<file path="src/rtl/vcve2_pkg.sv">
// vcve2 shared types for the cluster sleep controller.
// Hart sleep FSM encoding and hold counter width.
package vcve2_pkg;

  localparam int unsigned SleepHoldW = 8;

  typedef enum logic [1:0] {
    OFF   = 2'b00,
    RUN   = 2'b01,
    HOLD  = 2'b10,
    SLEEP = 2'b11
  } sleep_state_e;

endpackage

</file>
<file path="src/rtl/vcve2_sleep_ctrl_if.sv">
// vcve2 sleep controller per-hart bundle.
// master = cluster side, slave = sleep controller.
interface vcve2_sleep_ctrl_if #(
  parameter int unsigned NumHarts  = 2,
  parameter int unsigned SleepCntW = 16
);

  logic [NumHarts-1:0]           fetch_req;
  logic [NumHarts-1:0]           core_busy;
  logic [NumHarts-1:0]           irq_pending;
  logic [NumHarts-1:0]           irq_nm;
  logic [NumHarts-1:0]           debug_req;
  logic [NumHarts-1:0]           fetch_enable;
  logic [NumHarts-1:0]           clock_en;
  logic [NumHarts-1:0]           core_sleep;
  logic                          all_sleep;
  logic [NumHarts*SleepCntW-1:0] sleep_cnt;

  modport master (
    output fetch_req, core_busy, irq_pending, irq_nm, debug_req,
    input  fetch_enable, clock_en, core_sleep, all_sleep, sleep_cnt
  );

  modport slave (
    input  fetch_req, core_busy, irq_pending, irq_nm, debug_req,
    output fetch_enable, clock_en, core_sleep, all_sleep, sleep_cnt
  );

endinterface

</file>
<file path="src/rtl/vcve2_sleep_ch.sv">
// vcve2 single-hart sleep channel: fetch latch, idle/sleep FSM,
// hold counter and sleep-entry counter.
module vcve2_sleep_ch
  import vcve2_pkg::*;
#(
  parameter int unsigned IdleHoldCycles = 4,
  parameter int unsigned SleepCntW      = 16
) (
  input  logic                 clk_i,
  input  logic                 rst_i,
  input  logic                 test_en_i,
  input  logic                 fetch_enable_i,
  input  logic                 core_busy_i,
  input  logic                 irq_pending_i,
  input  logic                 irq_nm_i,
  input  logic                 debug_req_i,
  output logic                 fetch_enable_o,
  output logic                 clock_en_o,
  output logic                 core_sleep_o,
  output logic [SleepCntW-1:0] sleep_cnt_o
);

  localparam logic [SleepHoldW-1:0] HoldLoad =
    (IdleHoldCycles == 0) ? '0 : SleepHoldW'(IdleHoldCycles - 1);

  sleep_state_e          state_q, state_d;
  logic [SleepHoldW-1:0] hold_q, hold_d;
  logic [SleepCntW-1:0]  cnt_q, cnt_d;
  logic                  wake;
  logic                  enter;

  assign wake = core_busy_i | irq_pending_i |
                irq_nm_i | debug_req_i;

  always_ff @(posedge clk_i) begin
    if (rst_i) begin
      state_q <= OFF;
      hold_q  <= '0;
      cnt_q   <= '0;
    end else begin
      state_q <= state_d;
      hold_q  <= hold_d;
      cnt_q   <= cnt_d;
    end
  end

  always_comb begin
    state_d = state_q;
    hold_d  = hold_q;
    enter   = 1'b0;
    unique case (state_q)
      OFF: begin
        if (fetch_enable_i) state_d = RUN;
      end
      RUN: begin
        if (!wake) begin
          if (IdleHoldCycles == 0) begin
            state_d = SLEEP;
            enter   = 1'b1;
          end else begin
            state_d = HOLD;
            hold_d  = HoldLoad;
          end
        end
      end
      HOLD: begin
        // wake beats an expiring hold counter
        if (wake) begin
          state_d = RUN;
        end else if (hold_q == '0) begin
          state_d = SLEEP;
          enter   = 1'b1;
        end else begin
          hold_d = hold_q - 1'b1;
        end
      end
      SLEEP: begin
        if (wake) state_d = RUN;
      end
    endcase
    cnt_d = cnt_q + SleepCntW'(enter);
  end

  // only reset returns to OFF, so this is the sticky fetch latch
  assign fetch_enable_o = (state_q != OFF);
  assign clock_en_o     = test_en_i |
                          (state_q == RUN) |
                          (state_q == HOLD) |
                          ((state_q == SLEEP) & wake);
  assign core_sleep_o   = (state_q == SLEEP) & !wake;
  assign sleep_cnt_o    = cnt_q;

endmodule

</file>
<file path="src/rtl/vcve2_sleep_ctrl.sv">
// vcve2 multi-hart clock-enable and sleep controller.
// One independent channel per hart plus the all-sleep reduction.
module vcve2_sleep_ctrl
  import vcve2_pkg::*;
#(
  parameter int unsigned NumHarts       = 2,
  parameter int unsigned IdleHoldCycles = 4,
  parameter int unsigned SleepCntW      = 16
) (
  input  logic               clk_i,
  input  logic               rst_i,
  input  logic               test_en_i,
  vcve2_sleep_ctrl_if.slave  bus
);

  for (genvar h = 0; h < NumHarts; h++) begin : g_hart
    vcve2_sleep_ch #(
      .IdleHoldCycles (IdleHoldCycles),
      .SleepCntW      (SleepCntW)
    ) u_ch (
      .clk_i          (clk_i),
      .rst_i          (rst_i),
      .test_en_i      (test_en_i),
      .fetch_enable_i (bus.fetch_req[h]),
      .core_busy_i    (bus.core_busy[h]),
      .irq_pending_i  (bus.irq_pending[h]),
      .irq_nm_i       (bus.irq_nm[h]),
      .debug_req_i    (bus.debug_req[h]),
      .fetch_enable_o (bus.fetch_enable[h]),
      .clock_en_o     (bus.clock_en[h]),
      .core_sleep_o   (bus.core_sleep[h]),
      .sleep_cnt_o    (bus.sleep_cnt[h*SleepCntW +: SleepCntW])
    );
  end

  assign bus.all_sleep = &bus.core_sleep;

endmodule
</file>
<file path="src/flat_wrapper.sv">
// flat-port wrapper written by rule: the top's interface ports become plain ports
module vcve2_sleep_ctrl_flat import vcve2_pkg::*;
#(
  parameter int unsigned NumHarts       = 2,
  parameter int unsigned IdleHoldCycles = 4,
  parameter int unsigned SleepCntW      = 16
)
  (clk_i, rst_i, test_en_i, bus_fetch_req, bus_core_busy, bus_irq_pending, bus_irq_nm, bus_debug_req, bus_fetch_enable, bus_clock_en, bus_core_sleep, bus_all_sleep, bus_sleep_cnt);
  vcve2_sleep_ctrl_if #(.NumHarts(NumHarts), .SleepCntW(SleepCntW)) bus_i ();
  input  logic clk_i;
  input  logic rst_i;
  input  logic test_en_i;
  input wire logic [$bits(bus_i.fetch_req)-1:0] bus_fetch_req;
  input wire logic [$bits(bus_i.core_busy)-1:0] bus_core_busy;
  input wire logic [$bits(bus_i.irq_pending)-1:0] bus_irq_pending;
  input wire logic [$bits(bus_i.irq_nm)-1:0] bus_irq_nm;
  input wire logic [$bits(bus_i.debug_req)-1:0] bus_debug_req;
  output wire logic [$bits(bus_i.fetch_enable)-1:0] bus_fetch_enable;
  output wire logic [$bits(bus_i.clock_en)-1:0] bus_clock_en;
  output wire logic [$bits(bus_i.core_sleep)-1:0] bus_core_sleep;
  output wire logic [$bits(bus_i.all_sleep)-1:0] bus_all_sleep;
  output wire logic [$bits(bus_i.sleep_cnt)-1:0] bus_sleep_cnt;
  assign bus_i.fetch_req = bus_fetch_req;
  assign bus_i.core_busy = bus_core_busy;
  assign bus_i.irq_pending = bus_irq_pending;
  assign bus_i.irq_nm = bus_irq_nm;
  assign bus_i.debug_req = bus_debug_req;
  assign bus_fetch_enable = bus_i.fetch_enable;
  assign bus_clock_en = bus_i.clock_en;
  assign bus_core_sleep = bus_i.core_sleep;
  assign bus_all_sleep = bus_i.all_sleep;
  assign bus_sleep_cnt = bus_i.sleep_cnt;
  vcve2_sleep_ctrl #(.NumHarts(NumHarts), .IdleHoldCycles(IdleHoldCycles), .SleepCntW(SleepCntW)) u_core (.clk_i(clk_i), .rst_i(rst_i), .test_en_i(test_en_i), .bus(bus_i));
endmodule
</file>
<file path="config.mk">
export PLATFORM = sky130hd
export DESIGN_NAME = vcve2_sleep_ctrl_flat
export DESIGN_NICKNAME = d
export VERILOG_FILES = /design/src/rtl/vcve2_pkg.sv /design/src/rtl/vcve2_sleep_ctrl_if.sv /design/src/rtl/vcve2_sleep_ch.sv /design/src/rtl/vcve2_sleep_ctrl.sv /design/src/flat_wrapper.sv
export SDC_FILE = /design/constraint.sdc
export NUM_CORES = 1
export LEC_CHECK = 0
export ABC_AREA = 1
export BUFFER_PORTS_ARGS = -buffer_cell sky130_fd_sc_hd__buf_2
export CELL_PAD_IN_SITES_DETAIL_PLACEMENT = 1
export CELL_PAD_IN_SITES_GLOBAL_PLACEMENT = 1
export CORE_MARGIN = 10
export CORE_UTILIZATION = 37
export CTS_CLUSTER_DIAMETER = 40
export DETAILED_ROUTE_END_ITERATION = 16
export MAX_ROUTING_LAYER = met4
export PLACE_DENSITY = 0.82
export RECOVER_POWER = 50
export SKIP_LAST_GASP = 1
export SLEW_MARGIN = 20
export SYNTH_ARGS = -nofsm -noshare
export SYNTH_HDL_FRONTEND = slang
export SYNTH_SLANG_ARGS = --single-unit
export TNS_END_PERCENT = 1
</file>
<file path="constraint.sdc">
create_clock -name clk_i -period 2.1 [get_ports clk_i]
set_input_delay 0.21 -clock clk_i [delete_from_list [all_inputs] [get_ports clk_i]]
set_output_delay 0.21 -clock clk_i [all_outputs]
set_load 0.05 [all_outputs]
</file>
==> run metrics, run 1 <==
layout cells sized above 1 33.2%; Tmin final 2.08 ns; first-pass GRT wire length 15.2 mm; std cell rows 33; Min Hold Slack 0.394 ns; Clock Latency Late Sink 0.31 ns; Yosys top cell by area dfxtp_1; placed insts 617; commonest cells after routing, fill and taps aside 76 x nand2_1, 58 x nor2_1, 51 x inv_1, 48 x dfxtp_1, 42 x buf_4; HP Class input port to flip-flop; CP required 2.31 ns; Clock Tree Buf Depth 2; GP Congestion 0.815; Cells on Worst Hold Path 6; Design Area, Final 4000 µm²; Post-Synthesis Cells 436; max-slew violations 0; final core occ 48.6%; worst-case hold path end point u_core.g_hart[1].u_ch.hold_q[6]; commonest non-fill, non-tap cell in the layout nand2_1; Initial Utilization 37.9%; Setup CP Type flip-flop to flip-flop; syn_area_per_cell 7.15 µm²; Post-DP HPWL 6.87 mm; worst path cell trace inv_2 > ha_4 > nand2_4 > nor2_4 > inv_2 > nor2_1 > ha_2 > buf_6 > nand3_4 > nor3_4 > buf_4 > nand3b_1 > nor3_2 > nor2_1; relative slew slack 58.4%; asr flop ratio synth 0%; Distinct cells, synth 35; ANT nets after route 0; Routed wire per std cell 14.3 µm; Via density 4.86; RSZ-0062 raised after global routing yes; NumNets Final 555; routed via count 3071; CORE AREA 8220 µm²; arrival time at the worst endpoint 2.29 ns; Cell Pwr Density 694 nW/µm²; synthesized cell area 3120 µm²; final setup violation count 0; P_leak 1.78 nW; Max FO, Critical Path 3; CTS tree built; clk sink count 52; die area 12500 µm²; die extent in x 112 µm; IO Count 52; Worst setup EP type flip-flop; # diodes 0; period utilisation layout 99.1%; crit start category flip-flop; global route overflow 0; Worst VDD drop 306 µV; final wirelength 9.02 mm; CP top delay family simple AND/OR/NAND/NOR gates; cts bufs inserted 5; root buffer cell clkbuf_8; Critical path buffers and inverters 4; register clock-pin slew on the reported worst setup and hold paths 0.11 ns; FF-to-FF Start u_core.g_hart[0].u_ch.hold_q[0]; # DRC 0; non-filler instance count after layout 632; Main synth FF type dfxtp_1; count of buffers from port buffering 51; H-tree depth 2; cts hold-fix bufs 0; Synth area leaders dfxtp_1 33%, nand2_1 9.5%, nor2_1 7.5%, inv_1 6.6%, ha_1 6.4%; largest net degree at the start of global routing 30; flops & latches, synth 52; Reg2Reg Setup Slack 0.02 ns; initial antenna violation count 0; Worst-Margin Slew 0.626 ns; P&R area growth vs syn 28.2%; Ys Warns 0; Design Power 2.77 mW; Pre-antenna DRT Iters 4; Hold Startpoint bus_core_busy[1]; max incr delay on CP 0.33 ns; R2R Path End u_core.g_hart[0].u_ch.sleep_cnt_o[13]; Net Count, Synth 465; Critical-path top delay cell dfxtp_2; number of synthesized flops with an enable pin 0; Fmax 480 MHz; Yosys top cell area share 33.4%; Area after DPL 3750 µm²; Detailed Route Iter0 Violations 79; R2R depth 14; Fin. Hold Viols 0; GRT Util Overall 14.3%; fillcell total 1043; sequential area share after synthesis 33.4%; Worst Skew 0.0107 ns; max-cap violations 0; vias in the first global route 3359; outcome finished, final reports clean; die height 112 µm
==> how the worst max path moves through the flow <==
stage | start | to | depth (start not counted)
global route | u_core.g_hart[0].u_ch.hold_q[0] | u_core.g_hart[0].u_ch.sleep_cnt_o[13] | 14
CTS | u_core.g_hart[0].u_ch.hold_q[1] | u_core.g_hart[0].u_ch.sleep_cnt_o[14] | 15
floorplan | u_core.g_hart[0].u_ch.hold_q[0] | u_core.g_hart[0].u_ch.sleep_cnt_o[14] | 15
detailed placement | u_core.g_hart[1].u_ch.hold_q[1] | u_core.g_hart[1].u_ch.sleep_cnt_o[14] | 14
finish | u_core.g_hart[0].u_ch.hold_q[0] | u_core.g_hart[0].u_ch.sleep_cnt_o[13] | 14
global placement | u_core.g_hart[1].u_ch.hold_q[1] | u_core.g_hart[1].u_ch.sleep_cnt_o[14] | 14
==> tightest hold or removal path: stages <==
cell	delay (ns)
buf_2	0.10
nor2_4	0.05
nand4_2	0.09
nand2_4	0.09
nand2_1	0.09
a21oi_2	0.05
==> per-stage QoR <==
| step | setup WS [ns] | TNS (ns) |
|---|---|---|
| 6_report | 0.0184 | 0 |
| 5_1_grt | -0.112 | -0.887 |
| 4_1_cts | -0.000697 | -0.000697 |
| 3_5_place_dp | -0.0483 | -0.120 |
| 3_3_place_gp | 0.0560 | 0 |
| 2_1_floorplan | -0.0157 | -0.0157 |
==> kinds of logic after synthesis <==
logic type,after synthesis,share of synthesized area (%)
simple gates,232,39.0
buf+inv,74,9.67
compound gates,56,9.80
flops,52,33.4
fa+ha+maj,16,6.42
xor+xnor,6,1.69
==> metal layers <==
layer  track usage (%)  up-vias  share of wire (%)
met1              15.7     1464                 42
met3              2.68       13                2.9
met4              4.11        0                1.5
li1                  -     1556                  -
met2              25.5       38                 53
met5                 -        -                  0
==> synthesized netlist by cell type (5+ instances only) <==
cell type	instances
nand2_1	79
nor2_1	62
inv_1	55
dfxtp_1	52
a21oi_1	30
nand3_1	25
ha_1	16
o21ai_0	14
nor2_4	12
nor2_2	9
inv_2	8
nand4_1	8
buf_4	6
nor3_1	6
a21oi_2	5
nand2_2	5
or2_0	5
xor2_1	5
==> timing repair <==
action / 4_1_cts / 5_1_grt
setup endpoints to repair: 5 / 17
gates cloned: 0 / 0
pin swaps: 1 / 12
setup buffers: 0 / 7
resized for setup: 2 / 29
==> report_power, final <==
part / switching, mW / internal [mW]
logic: 0.709 / 0.399
clock network: 0.362 / 0.239
registers: 0.0293 / 1.03
total: 1.10 / 1.67
==> cell type report <==
class,count,area (µm²),area share (%)
clock buffer,6,72.6,1.82
clock inverter,2,16.3,0.407
timing repair buffer,94,568,14.2
tap,105,131,3.29
sequential,52,1050,26.2
inverter,63,236,5.92
multi-input combinational,310,1930,48.2
==> state kept, by name, summed over array words and instances (netlist names) <==
| name | flops |
|---|---|
| u_core.g_hart.u_ch.hold_q | 16 |
| u_core.g_hart.u_ch.sleep_cnt_o | 32 |
| u_core.g_hart.u_ch.state_q | 4 |
(Power assumes the default switching activity.)
==> run 2: changes to the inputs <==
- BUFFER_PORTS_ARGS: -buffer_cell sky130_fd_sc_hd__buf_2 -> not set
- CORE_UTILIZATION: 37 -> 41
- DONT_BUFFER_PORTS: not set -> 1
- PLACE_DENSITY: 0.82 -> 0.8
==> run 2 against run 1 <==
Against the previous run:
- the flow now finishes with violations (setup timing)
- maximum frequency down 1.6%
- power is 0.86% higher
- global-route usage rose by 1.8 points
- highest routed layer unchanged
- critical endpoint is now u_core.g_hart[0].u_ch.sleep_cnt_o[9]
- sequential share of layout area is essentially flat
- non-clock buffer count is 14 lower
- first-iteration DRC count up 24%
- count of clock-buffer cells in the layout did not move
- critical path depth did not move
- largest cell class unchanged
- critical path type unchanged
==> run metrics, run 2 (synthesis results as in run 1) <==
GP Congestion 0.837 (+2.6%); ANT nets after route 0 (unchanged); die height 107 µm (-4.1%); max incr delay on CP 0.33 ns (about the same); Setup CP Type flip-flop to flip-flop; Worst-Margin Slew 0.744 ns (+0.118 ns); non-filler instance count after layout 612 (-3.2%); Pint 1.68 mW (+0.49%); CTS tree built; die area 11500 µm² (-8.0%); root buffer cell clkbuf_8; commonest non-fill, non-tap cell in the layout nand2_1; Max FO, Critical Path 4 (+1); Post-DP HPWL 7.16 mm (+4.2%); M3 GR Usage 3.23% (+0.55 points); Clock Latency Late Sink 0.31 ns (about the same); M1 GR Usage 17.1% (+1.3 points); Cell Pwr Density 699 nW/µm² (+0.67%); Worst Skew 0.0150 ns (+0.00431 ns); final wirelength 9.88 mm (+9.5%); arrival time at the worst endpoint 2.33 ns (+0.04 ns); global route overflow 0 (unchanged); Initial Utilization 42.5% (+4.6 points); Min Hold Slack 0.158 ns (-0.236 ns); initial antenna violation count 0 (unchanged); placed insts 593 (-3.9%); GRT Util Overall 16.1% (+1.8 points); # DRC 0 (unchanged); outcome finished with violations; Pre-antenna DRT Iters 4 (unchanged); commonest cells after routing, fill and taps aside 75 x nand2_1, 70 x buf_4, 59 x nor2_1, 51 x inv_1, 47 x dfxtp_1; std cell rows 31 (-6.1%); largest net degree at the start of global routing 30 (unchanged); Fmax 473 MHz (-1.6%); sw frac 39.9% (+0.22 points); Fin. Hold Viols 0 (unchanged); Detailed Route Iter0 Violations 98 (+24%); max-slew violations 0 (unchanged); Via density 5.06 (+4.1%); Worst setup EP type flip-flop; Combinational Power Share 40.4% (+0.4 points); Tmin final 2.12 ns (+0.0338 ns); IO Count 52 (unchanged); final setup margin -0.0155 ns (-0.0338 ns); clock network power share 21.4% (-0.3 points); Design Power 2.80 mW (+0.86%); # diodes 0 (unchanged); first-pass GRT wire length 15.0 mm (-1.2%); clk sink count 52 (unchanged); Design Area, Final 4000 µm² (+0.19%); Psw 1.12 mW (+1.4%); period utilisation layout 101% (+1.6 points); max-cap violations 0 (unchanged); layout cells sized above 1 31.2% (-2.0 points); Routed wire per std cell 16.1 µm (+13%); final core occ 54.6% (+6.0 points); P_leak 1.74 nW (-2.1%); H-tree depth 2 (unchanged); count of buffers from port buffering 0 (-100%); RSZ-0062 raised after global routing yes; routed via count 3095 (+0.78%); vias in the first global route 3232 (-3.8%); final setup violation count 2 (+2); CORE AREA 7330 µm² (-11%); Worst VDD drop 385 µV (+26%); met2 global-route usage 29.7% (+4.1 points); die extent in x 107 µm (-4.1%); Sequential Power Share 38.3% (about the same); Critical-path top delay cell dfxtp_2; most used routing layer met2; Clock Tree Buf Depth 2 (unchanged); cts bufs inserted 5 (unchanged); P&R area growth vs syn 28.5%; CP required 2.31 ns (about the same); register clock-pin slew on the reported worst setup and hold paths 0.11 ns (about the same); HP Class input port to flip-flop; max reg flops 32 (unchanged); worst path cell trace inv_2 > ha_4 > nand2_4 > nor2_4 > inv_2 > nor2_4 > ha_4 > buf_6 > nand3_4 > nor3_4 > nand2_2 > buf_4 > o21ai_0 > a21oi_1; relative slew slack 50.4% (-8.1 points); crit start category flip-flop; failing checks setup timing; NumNets Final 541 (-2.5%); Area after DPL 3740 µm² (-0.40%)
## run 2: changes by cell type in the layout (fill, tap and decap cells not counted), sizes merged
cell | previous run | this run
clkbuf | 17 | 14
buf | 83 | 72
## run 2: area by class of cell
class | count | area, µm²
timing repair buffer | 80 | 587
tap | 99 | 124
fill | 940 | 3330
inverter | 63 | 236
multi-input combinational | 310 | 1920
clock inverter | 2 | 16.3
clock buffer | 6 | 72.6
sequential | 52 | 1050
## run 2: final timing paths
check	from	to	slack [ns]	depth (start not counted)
min reg2reg	u_core.g_hart[1].u_ch.sleep_cnt_o[4]	u_core.g_hart[1].u_ch.sleep_cnt_o[4]	0.51	2
min	rst_i	u_core.g_hart[0].u_ch.hold_q[4]	0.16	2
max	u_core.g_hart[0].u_ch.hold_q[0]	u_core.g_hart[0].u_ch.sleep_cnt_o[9]	-0.02	14
max reg2reg	u_core.g_hart[0].u_ch.hold_q[0]	u_core.g_hart[0].u_ch.sleep_cnt_o[9]	-0.02	14
## run 2: per-layer routing
| metal | part of all wire [%] | wire, µm |
|---|---|---|
| met4 | 1.3 | 129 |
| met1 | 40 | 3990 |
| met5 | 0 | 0 |
| met2 | 54 | 5310 |
| met3 | 4.6 | 450 |
## run 2: worst max-delay path, delay by kind of cell (launching register included)
| family | cells | cell delay [ns] |
|---|---|---|
| simple gates | 6 | 0.76 |
| flops | 1 | 0.33 |
| buf+inv | 4 | 0.40 |
| compound gates | 2 | 0.24 |
| fa+ha+maj | 2 | 0.31 |
## run 2: power groups by stage
stage	clock network (mW)	logic, mW	registers (mW)
floorplan	0	0.796	1.11
detailed placement	0	1.09	1.09
global placement	0	1.02	1.09
global route	0.648	1.23	1.08
CTS	0.612	1.11	1.07
finish	0.597	1.13	1.07
## run 2: stage by stage
stage                     setup TNS [ns]  setup WS (ns)
after floorplan                  -0.0157        -0.0157
after global placement                 0         0.0629
after detailed placement         -0.0381        -0.0186
after CTS                              0         0.0238
after global routing               -1.78         -0.205
final                            -0.0218        -0.0155
## run 2: timing repair
action	in CTS	in global routing
gates resized for setup	1	27
pin swaps	1	13
hold buffers	1	0
hold endpoints to repair	29	0
setup endpoints to repair	4	21
setup buffers	0	10
